$ cat src/rtl/hazard_fwd_sb.sv
// RAW hazard detection and operand forwarding beside decode, with a
// multi-cycle scoreboard (busy bits + outstanding count).
//
// Ports:
//   clk, rst              clock, synchronous active-high reset
//   src_en_i/src_addr_i   decode source enables and register numbers
//   st_*_i                per producer stage (0 = youngest) valid/wen/rd/rdy/data
//   d_advance_i, flush_i  decode advance and pipeline flush
//   mc_issue_*_i          multi-cycle op issued from decode
//   mc_done_*_i           multi-cycle op completion and result
//   stall_d_o             combinational decode stall
//   fwd_valid_o/fwd_data_o forward values per source (optionally registered)
//   mc_count_o            outstanding multi-cycle ops
//   sb_err_o              sticky: completion seen with nothing outstanding
module hazard_fwd_sb #(
    parameter int XLEN    = 32,
    parameter int NSRC    = 3,
    parameter int NSTAGE  = 3,
    parameter int MC_MAX  = 4,
    parameter int REG_OUT = 1,
    localparam int CW     = $clog2(MC_MAX + 1)
) (
    input  logic                   clk,
    input  logic                   rst,
    input  logic [NSRC-1:0]        src_en_i,
    input  logic [5*NSRC-1:0]      src_addr_i,
    input  logic [NSTAGE-1:0]      st_valid_i,
    input  logic [NSTAGE-1:0]      st_wen_i,
    input  logic [5*NSTAGE-1:0]    st_rd_i,
    input  logic [NSTAGE-1:0]      st_rdy_i,
    input  logic [XLEN*NSTAGE-1:0] st_data_i,
    input  logic                   d_advance_i,
    input  logic                   flush_i,
    input  logic                   mc_issue_i,
    input  logic [4:0]             mc_issue_rd_i,
    input  logic                   mc_done_i,
    input  logic [4:0]             mc_done_rd_i,
    input  logic [XLEN-1:0]        mc_done_data_i,
    output logic                   stall_d_o,
    output logic [NSRC-1:0]        fwd_valid_o,
    output logic [XLEN*NSRC-1:0]   fwd_data_o,
    output logic [CW-1:0]          mc_count_o,
    output logic                   sb_err_o
);

    logic [31:0]          busy_q, busy_d;
    logic [CW-1:0]        mc_count_q, mc_count_d;
    logic                 sb_err_q, sb_err_d;

    logic [NSRC-1:0]      fv_c;
    logic [XLEN*NSRC-1:0] fd_c;
    logic                 src_stall;
    logic                 waw_stall;
    logic                 cap_stall;
    logic                 stall;
    logic                 accept;
    logic                 dec;

    logic [4:0]           addr;
    logic                 hit;
    logic                 hrdy;
    logic [XLEN-1:0]      hdata;

    // Per source: the youngest matching stage decides; the scoreboard
    // is consulted only when no stage holds the register.
    always_comb begin
        fv_c      = '0;
        fd_c      = '0;
        src_stall = 1'b0;
        addr      = '0;
        hit       = 1'b0;
        hrdy      = 1'b0;
        hdata     = '0;
        for (int s = 0; s < NSRC; s++) begin
            addr  = src_addr_i[5*s +: 5];
            hit   = 1'b0;
            hrdy  = 1'b0;
            hdata = '0;
            for (int i = 0; i < NSTAGE; i++) begin
                if (!hit && st_valid_i[i] && st_wen_i[i] &&
                    st_rd_i[5*i +: 5] == addr) begin
                    hit   = 1'b1;
                    hrdy  = st_rdy_i[i];
                    hdata = st_data_i[XLEN*i +: XLEN];
                end
            end
            if (src_en_i[s] && addr != 5'd0) begin
                if (hit) begin
                    if (hrdy) begin
                        fv_c[s]              = 1'b1;
                        fd_c[XLEN*s +: XLEN] = hdata;
                    end else begin
                        src_stall = 1'b1;
                    end
                end else if (busy_q[addr]) begin
                    if (mc_done_i && mc_done_rd_i == addr) begin
                        fv_c[s]              = 1'b1;
                        fd_c[XLEN*s +: XLEN] = mc_done_data_i;
                    end else begin
                        src_stall = 1'b1;
                    end
                end
            end
        end
    end

    // A completion landing this cycle frees both the register and a slot.
    assign waw_stall = mc_issue_i && mc_issue_rd_i != 5'd0 &&
                       busy_q[mc_issue_rd_i] &&
                       !(mc_done_i && mc_done_rd_i == mc_issue_rd_i);
    assign cap_stall = mc_issue_i && mc_count_q == CW'(MC_MAX) &&
                       !mc_done_i;
    assign stall     = src_stall | waw_stall | cap_stall;
    assign accept    = mc_issue_i & d_advance_i & ~stall & ~flush_i;
    assign dec       = mc_done_i && mc_count_q != '0;

    // Clear before set so a same-register issue+done leaves busy set.
    always_comb begin
        busy_d = busy_q;
        if (mc_done_i)
            busy_d[mc_done_rd_i] = 1'b0;
        if (accept && mc_issue_rd_i != 5'd0)
            busy_d[mc_issue_rd_i] = 1'b1;
        mc_count_d = mc_count_q + CW'(accept) - CW'(dec);
        sb_err_d   = sb_err_q | (mc_done_i && mc_count_q == '0);
    end

    always_ff @(posedge clk) begin
        if (rst) begin
            busy_q     <= '0;
            mc_count_q <= '0;
            sb_err_q   <= 1'b0;
        end else begin
            busy_q     <= busy_d;
            mc_count_q <= mc_count_d;
            sb_err_q   <= sb_err_d;
        end
    end

    generate
        if (REG_OUT != 0) begin : g_reg
            logic [NSRC-1:0]      fv_q;
            logic [XLEN*NSRC-1:0] fd_q;

            always_ff @(posedge clk) begin
                if (rst || flush_i) begin
                    fv_q <= '0;
                    fd_q <= '0;
                end else if (d_advance_i && !stall) begin
                    fv_q <= fv_c;
                    fd_q <= fd_c;
                end
            end

            assign fwd_valid_o = fv_q;
            assign fwd_data_o  = fd_q;
        end else begin : g_comb
            assign fwd_valid_o = fv_c;
            assign fwd_data_o  = fd_c;
        end
    endgenerate

    assign stall_d_o  = stall;
    assign mc_count_o = mc_count_q;
    assign sb_err_o   = sb_err_q;

endmodule

$ cat config.mk
export PLATFORM = sky130hd
export DESIGN_NAME = hazard_fwd_sb
export DESIGN_NICKNAME = d
export VERILOG_FILES = /design/src/rtl/hazard_fwd_sb.sv
export SDC_FILE = /design/constraint.sdc
export NUM_CORES = 1
export LEC_CHECK = 0
export BUFFER_PORTS_ARGS = -buffer_cell sky130_fd_sc_hd__buf_2
export CORE_MARGIN = 5
export CORE_UTILIZATION = 55
export DETAILED_ROUTE_END_ITERATION = 16
export PLACE_DENSITY = 0.83
export SETUP_SLACK_MARGIN = 0.3
export SLEW_MARGIN = 20
export SYNTH_ARGS = -nofsm -noshare
export SYNTH_HDL_FRONTEND = slang
export SYNTH_SLANG_ARGS = --single-unit
$ cat constraint.sdc
create_clock -name clk -period 5.6 [get_ports clk]
set_input_delay 0.56 -clock clk [delete_from_list [all_inputs] [get_ports clk]]
set_output_delay 0.56 -clock clk [all_outputs]
set_load 0.02 [all_outputs]
==> metrics.log <==
[metrics] startpoint type of the worst setup path: input pin
[metrics] routing usage on met3: 0.09186
[metrics] Post-CTS Hold Buffers: 0
[metrics] result of the run: finished clean
[metrics] insertion delay to the later sink of the worst-skew pair: 430 ps
[metrics] final hold violation count: 0
[metrics] 1st-pass router iterations: 8
[metrics] part of the Yosys area used for sequential elements: 0.2470
[metrics] number of warnings issued by yosys: 0
[metrics] Max Slew Vio Count: 0
[metrics] worst setup path start: src_addr_i[1]
[metrics] areal power density over the cells: 206.0 mW/mm^2
[metrics] final critical-path share of the clock period: 0.7749
[metrics] number of fill cells in the layout: 1657
[metrics] final critical-path required period: 4340 ps
[metrics] Peak VDD IR: 212.8 uV
[metrics] slew of the pin with the lowest slew margin: 1114 ps
[metrics] last weighted congestion value of the routability-driven placer: 0.9872
[metrics] count of cell types in the netlist: 63
[metrics] Num CTS Buffers: 17
[metrics] average wire length per cell after detail routing: 21.51 um
[metrics] library cell used as clock root buffer: clkbuf_16
[metrics] TritonCTS clock tree: yes
[metrics] r2r startpoint: busy_q[17]
[metrics] peak clock frequency supported by timing: 230.4 MHz
[metrics] largest net degree at the start of global routing: 98
[metrics] GRT Total Usage: 0.3386
[metrics] clock tree buffer depth: 2
[metrics] Top Usage Layer GRT: met2
[metrics] largest fanout of any net on the critical path: 34
[metrics] Top FF cell, synth: dfxtp_1
[metrics] fraction of met2 tracks used by global routing: 0.5247
[metrics] area of the core region: 0.01953 sq mm
[metrics] effective utilization at floorplan: 0.5604
[metrics] number of instances in the synthesized netlist: 1382
[metrics] setup skew after layout: 7.327 ps
[metrics] data arrival time at the worst-slack endpoint: 4650 ps
[metrics] Final Non-Filler Cells: 1864
[metrics] die width: 151.0 um
[metrics] FP Rows: 51
[metrics] fraction of registers with async set or reset after synthesis: 0
[metrics] register clock-pin slew on the reported worst setup and hold paths: 60 ps
[metrics] First DRT Iteration DRCs: 1515
[metrics] routing usage on met1: 0.4324
[metrics] endpoint type of the worst setup path: flop
[metrics] die height: 151.0 um
[metrics] global route overflow: 0
[metrics] number of vias per cell after detailed routing: 6.398
[metrics] # setup viols final: 0
[metrics] length in cells of the worst reg-to-reg path: 16
[metrics] startpoint of the tightest hold check path: fwd_data_o[91]
[metrics] synthesized area per cell: 7.917 sq um
[metrics] flip-flop and latch count after synthesis: 135
[metrics] number of I/O port buffers: 289
[metrics] Inst Count DP: 1824
[metrics] max capacitance violation total: 0
[metrics] post-detailed-route DRC marker count: 0
[metrics] pre-CTS setup slack: 888.0 ps
[metrics] number of nets in the layout: 1767
[metrics] Worst Hold Depth: 2
[metrics] number of instances resized during post-cts repair: 0
[metrics] wire length reported by the detailed router: 40.10 mm
[metrics] postcts setup bufs: 0
[metrics] initial antenna violation count: 6
[metrics] Setup WS post-layout: 1260 ps
[metrics] unrepaired setup endpoints after global routing: false
[metrics] clk sink count: 135
[metrics] via count: 11.93k
[metrics] synthesized netlist net count: 1571
[metrics] total die area: 0.02281 sq mm
[metrics] kind of critical path: input pin to flop
[metrics] Total Neg Setup Slack: 0 ps
[metrics] wire length of the first global-routing pass: 61.64 mm
[metrics] number of enable flip-flop cells after synthesis: 0
[metrics] Critical Path RT: 5910 ps
[metrics] area added between synthesis and finish: 18.62%
[metrics] cell area after synthesis: 0.01094 sq mm
[metrics] Relative slew margins: 0.2558
[metrics] number of antenna-violating nets in the routed design: 0
[metrics] Layout Utilization: 0.6647
[metrics] share of final-layout standard cells stronger than drive strength 1: 0.2665
[metrics] I/O pins: 290
[metrics] path category of the worst min-delay check: flop to flop
[metrics] number of levels the H-tree was split into: 4
[metrics] minimum hold slack: 455.2 ps
[metrics] via count of the first global-routing pass: 11.35k
[metrics] HPWL after detailed placement: 28.48 mm
[metrics] Static Leak: 5.634 nW
-- critical path, cell delays in order --
cell      delay (ps)
buf_2            460
xnor2_1          160
nand4_1          180
or2_2            700
nand2_1          230
a211oi_1         280
o31a_1           290
and3_1           190
buf_4            210
nand3b_1         100
ha_1             280
inv_1             40
ha_1             180
fa_1             420
xnor2_1          170
xnor2_1          130
nor2_1            50
-- cells by family after synthesis --
kind of cell | count (synthesis) | synth area share
simple gates | 530 | 0.2173
compound gates | 272 | 0.1906
mux | 234 | 0.2303
buf+inv | 141 | 0.05706
flops | 135 | 0.2470
xor+xnor | 67 | 0.05363
fa+ha+maj | 3 | 0.004116
-- layout make-up --
cell class | instances | area [sq um] | share of cell area
antenna | 8 | 20.02 | 0.001542
clock buffer | 17 | 425.4 | 0.03278
clock inverter | 15 | 138.9 | 0.01070
inverter | 11 | 41.29 | 0.003181
multi-input combinational | 1106 | 7725 | 0.5952
sequential | 135 | 2703 | 0.2082
tap | 265 | 331.6 | 0.02555
timing repair buffer | 307 | 1594 | 0.1228
-- placed cells by master, fill, tap and decap left out, types with 6 or more instances in the layout --
master | Yosys | layout
nor2b_1 | 9 | 9
mux2i_1 | 191 | 191
buf_2 | 25 | 289
diode_2 | 0 | 8
a22oi_1 | 6 | 6
dfxtp_1 | 135 | 135
a21o_1 | 21 | 21
nand2_1 | 282 | 282
a22o_1 | 32 | 32
mux4_2 | 11 | 11
and3_1 | 12 | 12
o41ai_2 | 15 | 15
nand3b_1 | 10 | 10
xor2_1 | 29 | 29
a41o_1 | 12 | 12
mux2_2 | 32 | 32
nor3b_1 | 6 | 6
nor3_1 | 12 | 9
buf_4 | 3 | 17
a31oi_1 | 35 | 34
o211ai_1 | 22 | 22
a21oi_1 | 19 | 17
nor4_1 | 10 | 10
a211oi_1 | 23 | 23
clkbuf_16 | 0 | 17
o31ai_1 | 7 | 7
nand4_1 | 15 | 15
o21ai_0 | 38 | 38
xnor2_1 | 38 | 38
inv_1 | 11 | 11
nand3_1 | 58 | 57
nor2_1 | 85 | 81
o22ai_1 | 18 | 18
-- stage by stage --
stage / total power, mW / instance area [sq um]
floorplan: 1.395 / 10940
global placement: 1.578 / 12390
detailed placement: 1.591 / 12390
CTS: 2.676 / 12960
global route: 2.770 / 12970
finish: 2.674 / 12980
-- flip-flops by register name (all words and copies together), names as in the netlist --
register     flops
busy_q          32
mc_count_o       3
fwd_data_o      96
sb_err_o         1
fwd_valid_o      3
-- synth_stat cells, types with 9 or more instances --
master    count  area share
mux2i_1     191        0.17
nand4_1      15      0.0086
nor3_1       12      0.0055
nand2_1     282       0.097
a21oi_1      19      0.0087
a21o_1       21       0.014
xnor2_1      38       0.030
mux2_2       32       0.033
nor2_1       85       0.029
dfxtp_1     135        0.25
nand3b_1     10      0.0069
o21ai_0      38       0.017
a22o_1       32       0.026
o41ai_2      15       0.022
a211oi_1     23       0.016
and3_1       12      0.0069
o22ai_1      18       0.010
nand3_1      58       0.027
nor2b_1       9      0.0051
inv_1        11      0.0038
a41o_1       12       0.011
buf_2        25       0.011
a31oi_1      35       0.020
xor2_1       29       0.023
mux4_2       11       0.023
o211ai_1     22       0.015
nor4_1       10      0.0057
clkbuf_1     86       0.030
buf_1         9      0.0031
-- layer usage --
layer  routed length (um)  up-vias
li1                     -     5405
met1                15380     5494
met2                17900      850
met3                 4802      172
met4                 1999        4
met5                   23        -
-- power by group --
group | internal (mW) | switching, mW | total (mW) | leakage, nW
clock | 0.586 | 0.506 | 1.09 | 0.270
sequential | 0.973 | 0.0190 | 0.992 | 1.09
combinational | 0.237 | 0.354 | 0.590 | 4.28
total | 1.80 | 0.878 | 2.67 | 5.63
-- final timing paths --
kind	endpoint	slack [ps]
worst max-delay path	mc_count_o[2]	1260
worst min-delay path	fwd_data_o[91]	460
worst max register to register	mc_count_o[2]	1610
worst min register to register	fwd_data_o[91]	460
Note: power is estimated with default switching activity, not from simulation.
